[src/rtl/visumon_page_sched_pkg.sv]
// Shared types and constants for the visuMon page scheduler.
package visumon_page_sched_pkg;
  localparam int DWELL_W = 8;
  localparam int DBG_W   = 32;

  typedef logic [DBG_W-1:0] debug_info_t;
  typedef enum logic {IDLE, SHOW} sched_state_t;
endpackage

[src/rtl/visumon_page_sched_rr_pick.sv]
// Combinational round-robin search: first set bit of req at or after start, wrapping.
module rr_pick
  import visumon_page_sched_pkg::*;
#(
  parameter int N  = 4,
  parameter int IW = (N > 1) ? $clog2(N) : 1
) (
  input  logic [N-1:0]  req,
  input  logic [IW-1:0] start,
  output logic          valid,
  output logic [IW-1:0] idx
);
  always_comb begin
    valid = 1'b0;
    idx   = '0;
    for (int i = 0; i < N; i++) begin
      if (!valid && req[(int'(start) + i) % N]) begin
        valid = 1'b1;
        idx   = IW'((int'(start) + i) % N);
      end
    end
  end
endmodule

[src/rtl/visumon_page_sched.sv]
// Frame-synchronous round-robin sharing of the visuMon debug monitor between probe sources.
// Optional manual page advance via i_step when VISUMON_MANUAL_STEP_EN is defined.
module visumon_page_sched
  import visumon_page_sched_pkg::*;
#(
  parameter int N_SRC        = 4,
  parameter int DWELL_FRAMES = 60
) (
  input  logic                          i_clk25Mhz,
  input  logic                          i_reset,
  input  logic                          i_vsync,
  input  logic [N_SRC-1:0]              i_req,
  input  logic [N_SRC-1:0][DBG_W-1:0]   i_debugInfo,
  input  logic                          i_freeze,
`ifdef VISUMON_MANUAL_STEP_EN
  input  logic                          i_step,
`endif
  output logic                          o_cs,
  output logic [N_SRC-1:0]              o_grant,
  output logic [$clog2(N_SRC)-1:0]      o_page,
  output logic [DBG_W-1:0]              o_debugInfo
);
  localparam int PW = $clog2(N_SRC);
  localparam logic [PW-1:0]      LAST    = PW'(N_SRC - 1);
  localparam logic [DWELL_W-1:0] DW_LAST = DWELL_W'(DWELL_FRAMES - 1);

  sched_state_t       state, state_n;
  logic [PW-1:0]      page, page_n, rr_ptr, rr_n, page_inc;
  logic [DWELL_W-1:0] dwell, dwell_n;
  logic               vs_q, armed, tick, load, step_pend;
  logic [N_SRC-1:0]   other_req;
  logic               idle_vld, rot_vld;
  logic [PW-1:0]      idle_idx, rot_idx;

  // armed blocks a tick until vsync has been seen high since reset, so a
  // vsync stuck low across reset release never produces a frame start.
  assign tick = armed & vs_q & ~i_vsync;

  assign page_inc  = (page == LAST) ? '0 : page + 1'b1;
  assign other_req = i_req & ~o_grant;

  rr_pick #(.N(N_SRC), .IW(PW)) u_pick_idle (
    .req(i_req), .start(rr_ptr), .valid(idle_vld), .idx(idle_idx)
  );

  rr_pick #(.N(N_SRC), .IW(PW)) u_pick_rot (
    .req(other_req), .start(page_inc), .valid(rot_vld), .idx(rot_idx)
  );

`ifdef VISUMON_MANUAL_STEP_EN
  logic step_q, step_clr;
  assign step_clr  = tick & ~((state == SHOW) & i_freeze);
  assign step_pend = step_q | i_step;

  always_ff @(posedge i_clk25Mhz or negedge i_reset) begin
    if (!i_reset)      step_q <= 1'b0;
    else if (step_clr) step_q <= 1'b0;
    else if (i_step)   step_q <= 1'b1;
  end
`else
  assign step_pend = 1'b0;
`endif

  always_comb begin
    state_n = state;
    page_n  = page;
    dwell_n = dwell;
    rr_n    = rr_ptr;
    load    = 1'b0;
    if (tick) begin
      case (state)
        IDLE: begin
          if (idle_vld) begin
            state_n = SHOW;
            page_n  = idle_idx;
            dwell_n = '0;
            load    = 1'b1;
          end
        end
        SHOW: begin
          if (i_freeze) begin
            // hold everything, including dwell
          end else if (!i_req[page]) begin
            if (rot_vld) begin
              page_n  = rot_idx;
              dwell_n = '0;
              load    = 1'b1;
            end else begin
              state_n = IDLE;
            end
          end else if (dwell == DW_LAST || step_pend) begin
            dwell_n = '0;
            load    = 1'b1;
            if (rot_vld) begin
              page_n = rot_idx;
              rr_n   = (rot_idx == LAST) ? '0 : rot_idx + 1'b1;
            end
          end else begin
            dwell_n = dwell + 1'b1;
            load    = 1'b1;
          end
        end
        default: state_n = IDLE;
      endcase
    end
  end

  always_ff @(posedge i_clk25Mhz or negedge i_reset) begin
    if (!i_reset) begin
      state       <= IDLE;
      page        <= '0;
      dwell       <= '0;
      rr_ptr      <= '0;
      vs_q        <= 1'b1;
      armed       <= 1'b0;
      o_debugInfo <= '0;
    end else begin
      state <= state_n;
      page  <= page_n;
      dwell <= dwell_n;
      rr_ptr <= rr_n;
      vs_q  <= i_vsync;
      armed <= armed | i_vsync;
      if (load) o_debugInfo <= i_debugInfo[page_n];
    end
  end

  always_comb begin
    o_grant = '0;
    if (state == SHOW) o_grant[page] = 1'b1;
  end

  assign o_cs   = (state == SHOW);
  assign o_page = page;
endmodule

[config.mk]
export PLATFORM = sky130hd
export DESIGN_NAME = visumon_page_sched
export DESIGN_NICKNAME = d
export VERILOG_FILES = /design/src/rtl/visumon_page_sched_pkg.sv /design/src/rtl/visumon_page_sched_rr_pick.sv /design/src/rtl/visumon_page_sched.sv
export SDC_FILE = /design/constraint.sdc
export NUM_CORES = 1
export LEC_CHECK = 0
export ABC_AREA = 1
export CAP_MARGIN = 0
export CORE_MARGIN = 2
export CORE_UTILIZATION = 30
export CTS_BUF_LIST = sky130_fd_sc_hd__clkbuf_2
export CTS_CLUSTER_SIZE = 8
export DETAILED_ROUTE_END_ITERATION = 6
export DONT_BUFFER_PORTS = 1
export PLACE_DENSITY = 0.47
export SLEW_MARGIN = 5
export SYNTH_ARGS = -nofsm -noshare
export SYNTH_HDL_FRONTEND = slang
export SYNTH_SLANG_ARGS = --single-unit
[constraint.sdc]
create_clock -name i_clk25Mhz -period 4.9 [get_ports i_clk25Mhz]
set_input_delay 0.49 -clock i_clk25Mhz [delete_from_list [all_inputs] [get_ports i_clk25Mhz]]
set_output_delay 0.49 -clock i_clk25Mhz [all_outputs]
set_load 0.02 [all_outputs]
==> results.yml <==
critical_path:
  critical_path.startpoint: "o_page[0]"
  cp_max_fo: 50
  rr_startpoint: "o_page[0]"
  path_class: "reg2reg"
  required_ns: 5.27
  r2r_setup_slack_ns: 1.25
  worst_setup_path_start_kind: "register"
  crit_path_end_kind: "register"
  critPathArrivalTime_ns: 4.02
timing:
  finalHoldViolCount: 0
  slew_headroom_pct: 33.7
  rsz0062_at_grt: "no"
  max_freq_ghz: 0.274
  worst_pin_slew_ns: 0.990
  slew_viol_final: 0
  finalSetupViolCount: 0
  fin_skew_ns: 0.0278
  fin_tns_setup_ns: 0
  period_minus_slack_ns: 3.65
  timing.final.crit_share_pct: 74.5
finish:
  num-fill-cells: 1376
  nets: 711
  drive_above_1_share_pct: 6.67
  fin_util_pct: 31.3
  finalNonFillerCells: 742
  n_antenna_cell: 0
  area_delta_synth_final_pct: 3.08
power_and_ir_drop:
  leakagePower_uw: 0.00192
  peakVddDrop_mv: 0.137
  power.total_uw: 1790
  power_density_nw_per_um2: 458
flow_run:
  drv_cap: 0
detailed_routing:
  wl_mm: 11.5
  first_iter_violations: 195
  dr.pass1.iters: 5
  drcViolationCount: 0
  viasPerCell: 5.18
  routedWlPerCell_um: 15.5
  num_vias: 3844
  final_antenna_net_count: 0
cts:
  path_clk_slew_ns: 0.26
  htreeDepth: 2
  clockBufferDepth: 2
  numCtsBuffers: 5
  cts_sinks: 47
  cts_resized: 0
  cts_tree: "done"
  clock-root-buffer: "clkbuf_2"
  insertion_delay_ns: 0.41
synth:
  yosys_warnings: 0
  synth.distinct_cells: 38
  seq_area_frac_synth_pct: 31.1
  synthCells: 591
  synth_area_um2: 3780
  ys_ff_latch: 47
  postSynthAreaPerCell_um2: 6.40
  synth_nets: 733
hold_path:
  min_from: "i_vsync"
  hold_path.class: "in2reg"
floorplanning:
  core-area_um2: 12500
  die_h_um: 116
  start_util_pct: 30.3
  die_x_um: 116
  io_pins: 175
  dieArea_um2: 13500
  placement_rows: 41
placed_design:
  place_inst: 731
  hpwl_mm: 8.52
  gp_congestion: 0.914
  port_buffers: 0
grt:
  gr-usage-met2_pct: 29.1
  antenna_found_initial: 0
  grt_busiest_layer: "met2"
  grt_overflow: 0
  grt_pass1_wl_mm: 17.7
  grt_usage_pct: 16.4
  first_global_vias: 3557
  met3_usage_pct: 3.48
  grt_max_degree: 66
  use_met1_pct: 20.6
outcome:
  status: "complete, no violations"
==> report_power, final <==
group          switching (uW)  leakage (uW)  total, uW  internal (uW)
Combinational             562       0.00130        833            271
Clock                     131     0.0000296        171           39.2
Sequential                273      0.000592        783            510
==> registers in the layout, indices dropped and copies added, names as in the netlist <==
name / count
o_debugInfo: 32
vs_q: 1
o_page: 2
rr_ptr: 2
o_cs: 1
dwell: 8
armed: 1
==> per-layer routing <==
metal  up-vias  share of wire [%]
li1       1908                  -
met1      1776                 41
met2       154                 51
met3         6                7.2
met4         0               0.57
met5         -                  0
==> what timing repair did <==
| item | in CTS | in global routing |
|---|---|---|
| hold endpoints to repair | 47 | 1 |
| hold buffers | 2 | 1 |
| buffers inserted | 0 | 0 |
==> logic make-up after synthesis <==
family                   Yosys count  synth area share (%)
AND/OR/NAND/NOR                  432                  50.9
buffers and inverters             74                  10.0
flip-flops                        47                  31.1
AO/OA/AOI/OAI                     30                  5.46
adder cells (fa/ha/maj)            6                  1.99
XOR/XNOR                           1                 0.232
multiplexers                       1                 0.298
==> Yosys cell counts <==
cell       count  area share, %
a21oi_1        6           0.79
a21oi_2        2           0.46
a21oi_4        1           0.43
a2bb2oi_1      1           0.23
and2_1         1           0.17
buf_1          2           0.20
buf_2         12            1.6
buf_4          9            1.8
buf_6          7            2.1
clkbuf_1       7           0.70
dfrtp_1       46             30
dfstp_2        1           0.70
ha_1           6            2.0
inv_1         33            3.3
inv_2          4           0.40
mux2_2         1           0.30
nand2_1      213             21
nand2_2        7            1.2
nand3_1      177             23
nand3_2        1           0.26
nand3b_1       1           0.20
nand4_1        9            1.5
nor2_1        12            1.2
nor2_2         1           0.17
nor2_4         1           0.30
nor3_1         5           0.66
nor3b_1        1           0.20
nor4_1         1           0.17
o21ai_0       12            1.6
o21ai_1        2           0.26
o21ai_2        1           0.23
o21ai_4        1           0.43
o21bai_4       1           0.50
o22ai_1        2           0.33
o31ai_1        1           0.20
or2_0          1           0.17
or2_2          1           0.17
xor2_1         1           0.23
==> worst max-delay path, stage by stage (launching register included) <==
cell and delay (ns):
dfrtp_1 0.75, inv_2 0.17, ha_1 0.39, inv_1 0.15, nand2_1 0.07, nand2_1 0.15, nand3_1 0.12, nand2_1 0.12
nand4_1 0.12, nand2_1 0.08, nand2_1 0.09, nor2_2 0.16, o21bai_4 0.09, nand2_2 0.25, buf_4 0.47, nand2_1 0.10
nand3_1 0.09, nand3_1 0.13, nand2_1 0.09
==> final timing paths <==
check,cells past startpoint,endpoint
max,18,o_debugInfo[0]
min,1,armed
max reg2reg,18,o_debugInfo[0]
min reg2reg,1,armed
max in group asynchronous,2,vs_q
min in group asynchronous,2,o_debugInfo[12]
==> per-stage QoR <==
step / area [um^2] / setup WS, ns / hold WS (ns)
finish: 3900 / 1.25 / 0.196
detailed placement: 3800 / 1.27 / 0.195
global route: 3900 / 0.840 / 0.136
floorplan: 3780 / 2.28 / 0.194
CTS: 3890 / 1.25 / 0.0121
global placement: 3800 / 1.41 / 0.195
==> placed cells by master, fill, tap and decap left out, types with 2 or more instances in the layout <==
cell type,netlist,layout
nand2_1,213,212
nand3_1,177,177
dfrtp_1,46,46
inv_1,33,33
nor2_1,12,12
o21ai_0,12,12
nand4_1,9,9
nand2_2,7,8
a21oi_1,6,6
ha_1,6,6
clkbuf_2,0,6
nor3_1,5,5
buf_4,9,5
inv_2,4,4
o21ai_1,2,2
a21oi_4,1,2
o22ai_1,2,2
dlygate4sd3_1,0,2
==> layout make-up <==
class                           instances  area [um^2]  area share (%)
Sequential cell                        47         1180            30.2
Multi-Input combinational cell        470         2230            57.3
Tap cell                              172          215            5.52
Clock buffer                            6         30.0           0.770
Timing Repair Buffer                    8         85.1            2.18
Inverter                               37          139            3.56
Clock inverter                          2         16.3           0.417
(Power assumes the default switching activity.)
